**src/rtl/riscv_pkg.sv**
```systemverilog
// Shared RV32 execute-stage definitions: M-extension funct3 codes, forwarding
// select codes and the multiply/divide FSM state and debug types.
package riscv_pkg;

   localparam logic [2:0] F3_MUL    = 3'b000;
   localparam logic [2:0] F3_MULH   = 3'b001;
   localparam logic [2:0] F3_MULHSU = 3'b010;
   localparam logic [2:0] F3_MULHU  = 3'b011;
   localparam logic [2:0] F3_DIV    = 3'b100;
   localparam logic [2:0] F3_DIVU   = 3'b101;
   localparam logic [2:0] F3_REM    = 3'b110;
   localparam logic [2:0] F3_REMU   = 3'b111;

   localparam logic [1:0] FWD_REG = 2'b00;
   localparam logic [1:0] FWD_WB  = 2'b01;
   localparam logic [1:0] FWD_MEM = 2'b10;

   typedef enum logic [1:0] {IDLE, MUL, DIV, DONE} md_state_t;

   typedef struct packed {
      md_state_t state;
      logic      div_busy;
   } md_dbg_t;

   // {rs1 signed, rs2 signed} for an M-op; MUL low bits do not depend on it.
   function automatic logic [1:0] op_signs(input logic [2:0] f3);
      logic [1:0] s;
      case (f3)
         F3_MUL, F3_MULH, F3_DIV, F3_REM: s = 2'b11;
         F3_MULHSU:                       s = 2'b10;
         default:                         s = 2'b00;
      endcase
      return s;
   endfunction

endpackage

```
**src/rtl/div_iter.sv**
```systemverilog
// Restoring divider on unsigned magnitudes, one quotient bit per cycle.
// Final quotient/remainder are presented combinationally in the done cycle.
module div_iter #(
   parameter int W = 32
) (
   input  logic         clk,
   input  logic         rst_n,
   input  logic         start_i,
   input  logic         clear_i,
   input  logic [W-1:0] dividend_i,
   input  logic [W-1:0] divisor_i,
   output logic         busy_o,
   output logic         done_o,
   output logic [W-1:0] quo_o,
   output logic [W-1:0] rem_o
);

   localparam int CW = $clog2(W);

   logic [W-1:0]  quo_q, quo_d, rem_q, rem_d, dsr_q;
   logic [CW-1:0] cnt_q;
   logic          busy_q;
   logic [W:0]    shifted, diff;

   always_comb begin
      shifted = {rem_q, quo_q[W-1]};
      diff    = shifted - {1'b0, dsr_q};
      // A borrow out of the top bit means the divisor did not fit: restore.
      if (diff[W]) begin
         rem_d = shifted[W-1:0];
         quo_d = {quo_q[W-2:0], 1'b0};
      end else begin
         rem_d = diff[W-1:0];
         quo_d = {quo_q[W-2:0], 1'b1};
      end
   end

   always_ff @(posedge clk) begin
      if (!rst_n || clear_i) begin
         quo_q  <= '0;
         rem_q  <= '0;
         dsr_q  <= '0;
         cnt_q  <= '0;
         busy_q <= 1'b0;
      end else if (start_i) begin
         quo_q  <= dividend_i;
         rem_q  <= '0;
         dsr_q  <= divisor_i;
         cnt_q  <= CW'(W - 1);
         busy_q <= 1'b1;
      end else if (busy_q) begin
         quo_q <= quo_d;
         rem_q <= rem_d;
         cnt_q <= cnt_q - CW'(1);
         if (cnt_q == '0) busy_q <= 1'b0;
      end
   end

   assign busy_o = busy_q;
   assign done_o = busy_q && (cnt_q == '0);
   assign quo_o  = quo_d;
   assign rem_o  = rem_d;

endmodule

```
**src/rtl/ex_muldiv_unit.sv**
```systemverilog
// EX-stage RV32M unit: forwarded operands, 2-cycle multiply, iterative divide,
// pipeline stall until the registered result is presented for one cycle.
module ex_muldiv_unit
   import riscv_pkg::*;
#(
   parameter int XLEN = 32
) (
   input  logic            clk,
   input  logic            rst_n,
   input  logic            valid_ex,
   input  logic            is_m_ex,
   input  logic [2:0]      funct3_ex,
   input  logic [XLEN-1:0] rs1_data_ex,
   input  logic [XLEN-1:0] rs2_data_ex,
   input  logic [XLEN-1:0] alu_result_mem,
   input  logic [XLEN-1:0] wb_data,
   input  logic [1:0]      forward_a,
   input  logic [1:0]      forward_b,
   input  logic            flush,
   output logic            stall,
   output logic            result_valid,
   output logic [XLEN-1:0] result,
   output md_dbg_t         dbg_o
);

   localparam logic [XLEN-1:0] INT_MIN = {1'b1, {(XLEN-1){1'b0}}};

   md_state_t         state_q, state_d;
   logic [XLEN-1:0]   op_a, op_b, op_a_q, op_b_q, mag_a, mag_b;
   logic [XLEN-1:0]   result_q, result_d;
   logic [2:0]        f3_q;
   logic [1:0]        sgn, sgn_q;
   logic              accept, special, spec_q, sdiv;
   logic [XLEN:0]     a_ext, b_ext;
   logic signed [2*XLEN-1:0] prod;
   logic              div_busy, div_done;
   logic [XLEN-1:0]   div_quo, div_rem, q_fix, r_fix, q_spec, r_spec;

   always_comb begin
      case (forward_a)
         FWD_WB:  op_a = wb_data;
         FWD_MEM: op_a = alu_result_mem;
         default: op_a = rs1_data_ex;
      endcase
      case (forward_b)
         FWD_WB:  op_b = wb_data;
         FWD_MEM: op_b = alu_result_mem;
         default: op_b = rs2_data_ex;
      endcase
   end

   assign accept  = (state_q == IDLE) && valid_ex && is_m_ex && !flush;
   assign sgn     = op_signs(funct3_ex);
   assign mag_a   = (sgn[1] && op_a[XLEN-1]) ? -op_a : op_a;
   assign mag_b   = (sgn[0] && op_b[XLEN-1]) ? -op_b : op_b;
   // Zero divisor and INT_MIN / -1 bypass the iteration entirely.
   assign special = funct3_ex[2] &&
                    ((op_b == '0) || (!funct3_ex[0] && op_a == INT_MIN && op_b == '1));

   div_iter #(.W(XLEN)) u_div (
      .clk        (clk),
      .rst_n      (rst_n),
      .start_i    (accept && funct3_ex[2] && !special),
      .clear_i    (flush),
      .dividend_i (mag_a),
      .divisor_i  (mag_b),
      .busy_o     (div_busy),
      .done_o     (div_done),
      .quo_o      (div_quo),
      .rem_o      (div_rem)
   );

   assign a_ext = {sgn_q[1] & op_a_q[XLEN-1], op_a_q};
   assign b_ext = {sgn_q[0] & op_b_q[XLEN-1], op_b_q};
   assign prod  = $signed(a_ext) * $signed(b_ext);

   assign sdiv   = !f3_q[0];
   assign q_fix  = (sdiv && (op_a_q[XLEN-1] ^ op_b_q[XLEN-1])) ? -div_quo : div_quo;
   assign r_fix  = (sdiv && op_a_q[XLEN-1]) ? -div_rem : div_rem;
   assign q_spec = (op_b_q == '0) ? '1 : INT_MIN;
   assign r_spec = (op_b_q == '0) ? op_a_q : '0;

   always_comb begin
      state_d  = state_q;
      result_d = result_q;
      case (state_q)
         IDLE: if (accept) state_d = funct3_ex[2] ? DIV : MUL;
         MUL: begin
            state_d  = DONE;
            result_d = (f3_q == F3_MUL) ? prod[XLEN-1:0] : prod[2*XLEN-1:XLEN];
         end
         DIV: begin
            if (spec_q) begin
               state_d  = DONE;
               result_d = f3_q[1] ? r_spec : q_spec;
            end else if (div_done) begin
               state_d  = DONE;
               result_d = f3_q[1] ? r_fix : q_fix;
            end
         end
         default: state_d = IDLE;
      endcase
      if (flush) begin
         state_d  = IDLE;
         result_d = result_q;
      end
   end

   always_ff @(posedge clk) begin
      if (!rst_n) begin
         state_q  <= IDLE;
         result_q <= '0;
         op_a_q   <= '0;
         op_b_q   <= '0;
         f3_q     <= '0;
         sgn_q    <= '0;
         spec_q   <= 1'b0;
      end else begin
         state_q  <= state_d;
         result_q <= result_d;
         if (accept) begin
            op_a_q <= op_a;
            op_b_q <= op_b;
            f3_q   <= funct3_ex;
            sgn_q  <= sgn;
            spec_q <= special;
         end
      end
   end

   assign stall        = rst_n && (accept || state_q == MUL || state_q == DIV);
   assign result_valid = rst_n && (state_q == DONE) && !flush;
   assign result       = result_q;
   assign dbg_o        = '{state: state_q, div_busy: div_busy};

endmodule

```
**config.mk**
```make
export PLATFORM = sky130hd
export DESIGN_NAME = ex_muldiv_unit
export DESIGN_NICKNAME = d
export VERILOG_FILES = /design/src/rtl/riscv_pkg.sv /design/src/rtl/div_iter.sv /design/src/rtl/ex_muldiv_unit.sv
export SDC_FILE = /design/constraint.sdc
export NUM_CORES = 2
export LEC_CHECK = 0
export ABC_AREA = 1
export ABC_CLOCK_PERIOD_IN_PS = 12100
export CORE_MARGIN = 10
export CORE_UTILIZATION = 25
export CTS_CLUSTER_DIAMETER = 50
export DETAILED_ROUTE_END_ITERATION = 8
export GPL_TIMING_DRIVEN = 0
export PLACE_DENSITY_LB_ADDON = 0.2
export SETUP_SLACK_MARGIN = 0.2
export SLEW_MARGIN = 40
export SYNTH_ARGS = -nofsm -noshare
export SYNTH_HDL_FRONTEND = slang
export SYNTH_SLANG_ARGS = --single-unit
```
**constraint.sdc**
```tcl
create_clock -name clk -period 12.1 [get_ports clk]
set_input_delay 1.21 -clock clk [delete_from_list [all_inputs] [get_ports clk]]
set_output_delay 1.21 -clock clk [all_outputs]
set_load 0.02 [all_outputs]
```
==> impl_results.md <==
* Status: completed
* Sequential element share of the synthesized area at 7.44%
* Core area at 220,000 sq um
* Period minus WS final at 10,520 ps
* Main combinational cell family by area after synthesis: adder cells
* Number of buffers created by CTS at 35
* Number of unique standard cell types used by synthesis at 57
* Switching power as a share of total power at 50.5%
* Final hold vios at 0
* Prevailing post-synth register cell: sky130_fd_sc_hd__dfxtp_1
* Global-route total usage across every layer at ~23%
* Remaining DRCs at 0
* Nets at 9,332
* Layout cells sized above 1 at 4.25%
* Worst Path Required at 12,580 ps
* Multiplexer area fraction after synthesis at 0%
* Average footprint of a synthesized cell at 7.31 sq um
* Maximum clock rate at between 0.09 and 0.1 GHz
* Worst path max stage delay at roughly 700 ps
* Syn nets at just over 9k
* # setup viols final at 0
* Number of maximum-capacitance constraint violations at 0
* Maximum ir drop on the vdd rail at 0.0612 mV
* Capturing element type of the critical path: flip-flop
* Global-route wire length before repair at ~400,000 um
* Final period util at 87.0%
* Share of the synthesized netlist area taken by xor and xnor gates at 1.63%
* Power share of the clock group at 27.6%
* Ports at ~180
* Maximum buffer depth of the clock tree at 3
* Worst Setup Start Kind: flip-flop
* Min-delay worst type: flip-flop to flip-flop
* Vias post-DR at 51.5k
* Worst-case hold path end point: u_div.dsr_q[2]
* Via count of the first global-routing pass at 52.8k
* RePlAce Congestion at 0.968
* CTS tree: built
* Top cell by count, worst path: sky130_fd_sc_hd__fa_1
* Total wire length after detailed routing at 279,000 um
* Count of instances resized after the clock tree is built at 0
* Average routed wire per standard cell at 25.9 um
* Measured slew at the worst slew-check pin at about 970 ps
* Arrival time of data at the critical path endpoint at 11,000 ps
* Source-to-sink clock delay at the later pin of the worst-skew pair at 570 ps
* Power, Total at slightly below 4 mW
* Deepest level of the CTS H-tree at 2
* Clock tree skew after final layout at 45.9 ps
* Share of synthesized registers carrying an async set or reset at 0%
* Number of post-CTS setup repair buffers at 0
* Clock-pin slew on the worst setup and hold paths at 50 ps
* Initial antenna violation count at 20
* Adder-Cell Fraction of Synth Area at between 40% and 50%
* Number of clock sinks at around 210
* Synth Cell Area at 55,400 sq um
* Total die area at 241,000 sq um
* Crit Path Max Fanout at 10
* Root buffer selected by CTS: sky130_fd_sc_hd__clkbuf_16
* Setup slack of the worst register-to-register path at roughly 1600 ps
* Internal at just under 2 mW
* Cell depth of the worst min-delay path at 2
* First-pass DRT Iterations at 5
* Slowest cell on the critical path: sky130_fd_sc_hd__fa_4
* Unrepaired setup endpoints after global routing: false
* Area overhead of the layout relative to synthesis at 12.8%
* Compound-gate portion of the synthesized area at under 10%
* Width of the die at 491 um
* Relative slew slack at 35.3%
* Number of cells traversed by the worst register-to-register path at 30
* Count of flip-flops with a built-in enable after synthesis at 0
* Gate power share at 53.8%
* Area fraction in and, or, nand and nor cells after synthesis at 19.4%
* Net switching power at 1.97 mW
* Startpoint of the worst-slack reg-to-reg timing path: op_a_q[31]
* Static Leakage at 32.0 nW
* Ratio of routed vias to standard cells at about 4.8
* Accumulated negative setup slack at 0 ps
* Global-route congestion overflow total at 0
* CTS hold repair buffers at 0
* # rows at 172
* Power per unit of standard cell area at 62.4 nW/um^2
* Cell count after synthesis at 7,582
* Pin count of the biggest net entering global routing at 25
* Final number of max-transition violations at 0
* Yosys reg bits at 206
* Synthesis Warnings at 0
* Detailed Route Iter0 Violations at 4,825
* R2r endpoint: result[30]
* Vert. Die Dim at 491 um
* Worst Path Class, Setup: flip-flop to flip-flop
* Start point of the worst hold path: u_div.dsr_q[2]
* Detailed Place HPWL at 238,000 um
* Share of power burned in registers at 18.6%
* Number of nets with antenna violations after detailed routing at 0
* Count of buffers inserted at the top-level ports at 175
* Starting density of the core at 25.2%
cell families after synthesis:
kind of cell / after synthesis
AND/OR/NAND/NOR: 2669
buffers and inverters: 2274
flip-flops: 206
AO/OA/AOI/OAI: 944
adder cells (fa/ha/maj): 1386
XOR/XNOR: 103
layout by cell type (no fill, tap or decap), types with 29 or more instances in the layout:
| cell | n |
|---|---|
| sky130_fd_sc_hd__a21oi_1 | 375 |
| sky130_fd_sc_hd__a31oi_1 | 41 |
| sky130_fd_sc_hd__clkbuf_1 | 226 |
| sky130_fd_sc_hd__clkbuf_16 | 35 |
| sky130_fd_sc_hd__clkbuf_2 | 134 |
| sky130_fd_sc_hd__clkdlybuf4s50_1 | 175 |
| sky130_fd_sc_hd__dfxtp_1 | 206 |
| sky130_fd_sc_hd__fa_1 | 1125 |
| sky130_fd_sc_hd__ha_1 | 260 |
| sky130_fd_sc_hd__inv_1 | 1863 |
| sky130_fd_sc_hd__nand2_1 | 1905 |
| sky130_fd_sc_hd__nand3_1 | 259 |
| sky130_fd_sc_hd__nand4_1 | 35 |
| sky130_fd_sc_hd__nor2_1 | 350 |
| sky130_fd_sc_hd__nor3_1 | 42 |
| sky130_fd_sc_hd__o21ai_0 | 320 |
| sky130_fd_sc_hd__o21ai_1 | 70 |
| sky130_fd_sc_hd__o21ai_2 | 29 |
| sky130_fd_sc_hd__xnor2_1 | 39 |
| sky130_fd_sc_hd__xor2_1 | 64 |
sequential cells by signal, indices dropped and copies added (netlist names), 2 cells and up:
| name | flops |
|---|---|
| f3_q | 3 |
| op_a_q | 32 |
| op_b_q | 32 |
| result | 32 |
| sgn_q | 2 |
| state_q | 2 |
| u_div.cnt_q | 5 |
| u_div.dsr_q | 32 |
| u_div.quo_q | 32 |
| u_div.rem_q | 32 |
cell usage after synthesis (4+ instances only):
library cell,number,area share (%)
sky130_fd_sc_hd__buf_4,9,0.12
sky130_fd_sc_hd__nand4_1,35,0.40
sky130_fd_sc_hd__o21ai_1,43,0.39
sky130_fd_sc_hd__o21a_1,6,0.081
sky130_fd_sc_hd__xor2_1,64,1.0
sky130_fd_sc_hd__o21bai_1,7,0.095
sky130_fd_sc_hd__a21oi_1,375,3.4
sky130_fd_sc_hd__a21o_1,15,0.20
sky130_fd_sc_hd__dfxtp_1,206,7.4
sky130_fd_sc_hd__xnor2_1,39,0.62
sky130_fd_sc_hd__o211ai_1,21,0.28
sky130_fd_sc_hd__nor2_1,351,2.4
sky130_fd_sc_hd__a31oi_1,41,0.46
sky130_fd_sc_hd__o221ai_1,4,0.063
sky130_fd_sc_hd__buf_2,9,0.081
sky130_fd_sc_hd__ha_1,260,5.9
sky130_fd_sc_hd__nand3b_1,8,0.11
sky130_fd_sc_hd__nor4_1,22,0.25
sky130_fd_sc_hd__o22ai_1,11,0.12
sky130_fd_sc_hd__buf_6,13,0.26
sky130_fd_sc_hd__nand2_1,1905,13
sky130_fd_sc_hd__clkbuf_1,355,2.4
sky130_fd_sc_hd__inv_1,1863,13
sky130_fd_sc_hd__a221o_1,14,0.25
sky130_fd_sc_hd__fa_1,1126,41
sky130_fd_sc_hd__nand3_2,5,0.090
sky130_fd_sc_hd__a21oi_2,11,0.17
sky130_fd_sc_hd__buf_1,11,0.075
sky130_fd_sc_hd__inv_2,7,0.047
sky130_fd_sc_hd__o21ai_0,362,3.3
sky130_fd_sc_hd__nand2_2,10,0.11
sky130_fd_sc_hd__nand3_1,259,2.3
sky130_fd_sc_hd__or2_2,12,0.14
sky130_fd_sc_hd__clkinv_1,4,0.027
sky130_fd_sc_hd__o21ai_2,14,0.22
sky130_fd_sc_hd__nor2_2,7,0.079
sky130_fd_sc_hd__nor3_1,44,0.40
power by group through the flow:
stage | logic, mW | clock network, mW | registers (mW)
floorplan | 1.10 | 0 | 0.737
global placement | 2.05 | 0 | 0.741
detailed placement | 2.06 | 0 | 0.741
CTS | 2.07 | 1.09 | 0.726
global route | 2.24 | 1.12 | 0.728
finish | 2.10 | 1.07 | 0.726
worst max-delay path by stage:
stage          cells after the start    endpoint  startpoint
6_report                          30  result[30]  op_a_q[31]
3_3_place_gp                      31  result[16]  op_b_q[16]
4_1_cts                           30  result[22]  op_a_q[31]
5_1_grt                           30  result[30]  op_a_q[31]
2_1_floorplan                     32  result[31]  op_a_q[31]
3_5_place_dp                      30  result[22]  op_a_q[31]
stage by stage:
step	worst slack, ps	utilization (%)	cell area [sq um]	std cells	hold WS (ps)
after floorplan	4510	-	55400	7582	435
after global placement	1360	27.6	60900	10715	452
after detailed placement	1680	27.8	61200	10725	454
after CTS	1650	28.4	62400	10788	461
after global routing	1300	28.4	62500	10790	479
final	1580	28.4	62500	10791	459
final cells by class:
| cell class | instances | area [sq um] |
|---|---|---|
| Clock buffer | 41 | 928 |
| Fill cell | 24403 | 158000 |
| Tap cell | 2958 | 3700 |
| Timing Repair Buffer | 187 | 1880 |
| Multi-Input combinational cell | 5102 | 42700 |
| Sequential cell | 206 | 4120 |
| Antenna cell | 1 | 2.50 |
| Buffer | 399 | 1810 |
| Clock inverter | 22 | 320 |
| Inverter | 1875 | 7040 |
metal layers:
layer	global-route usage [%]	routed length (um)	vias up
met4	9.07	14000	12
met5	0	82	-
li1	-	-	22828
met1	31.4	124000	26214
met2	35.1	122000	2033
met3	3.53	19600	371
worst max-delay path, delay by kind of cell (launching register included):
family | cells | cell delay, ps
buffers and inverters | 8 | 1880
DFF | 1 | 330
adders and majority gates | 9 | 5060
AOI/OAI and AO/OA | 7 | 1910
and+or+nand+nor | 6 | 1240
Note: power is estimated with default switching activity, not from simulation.
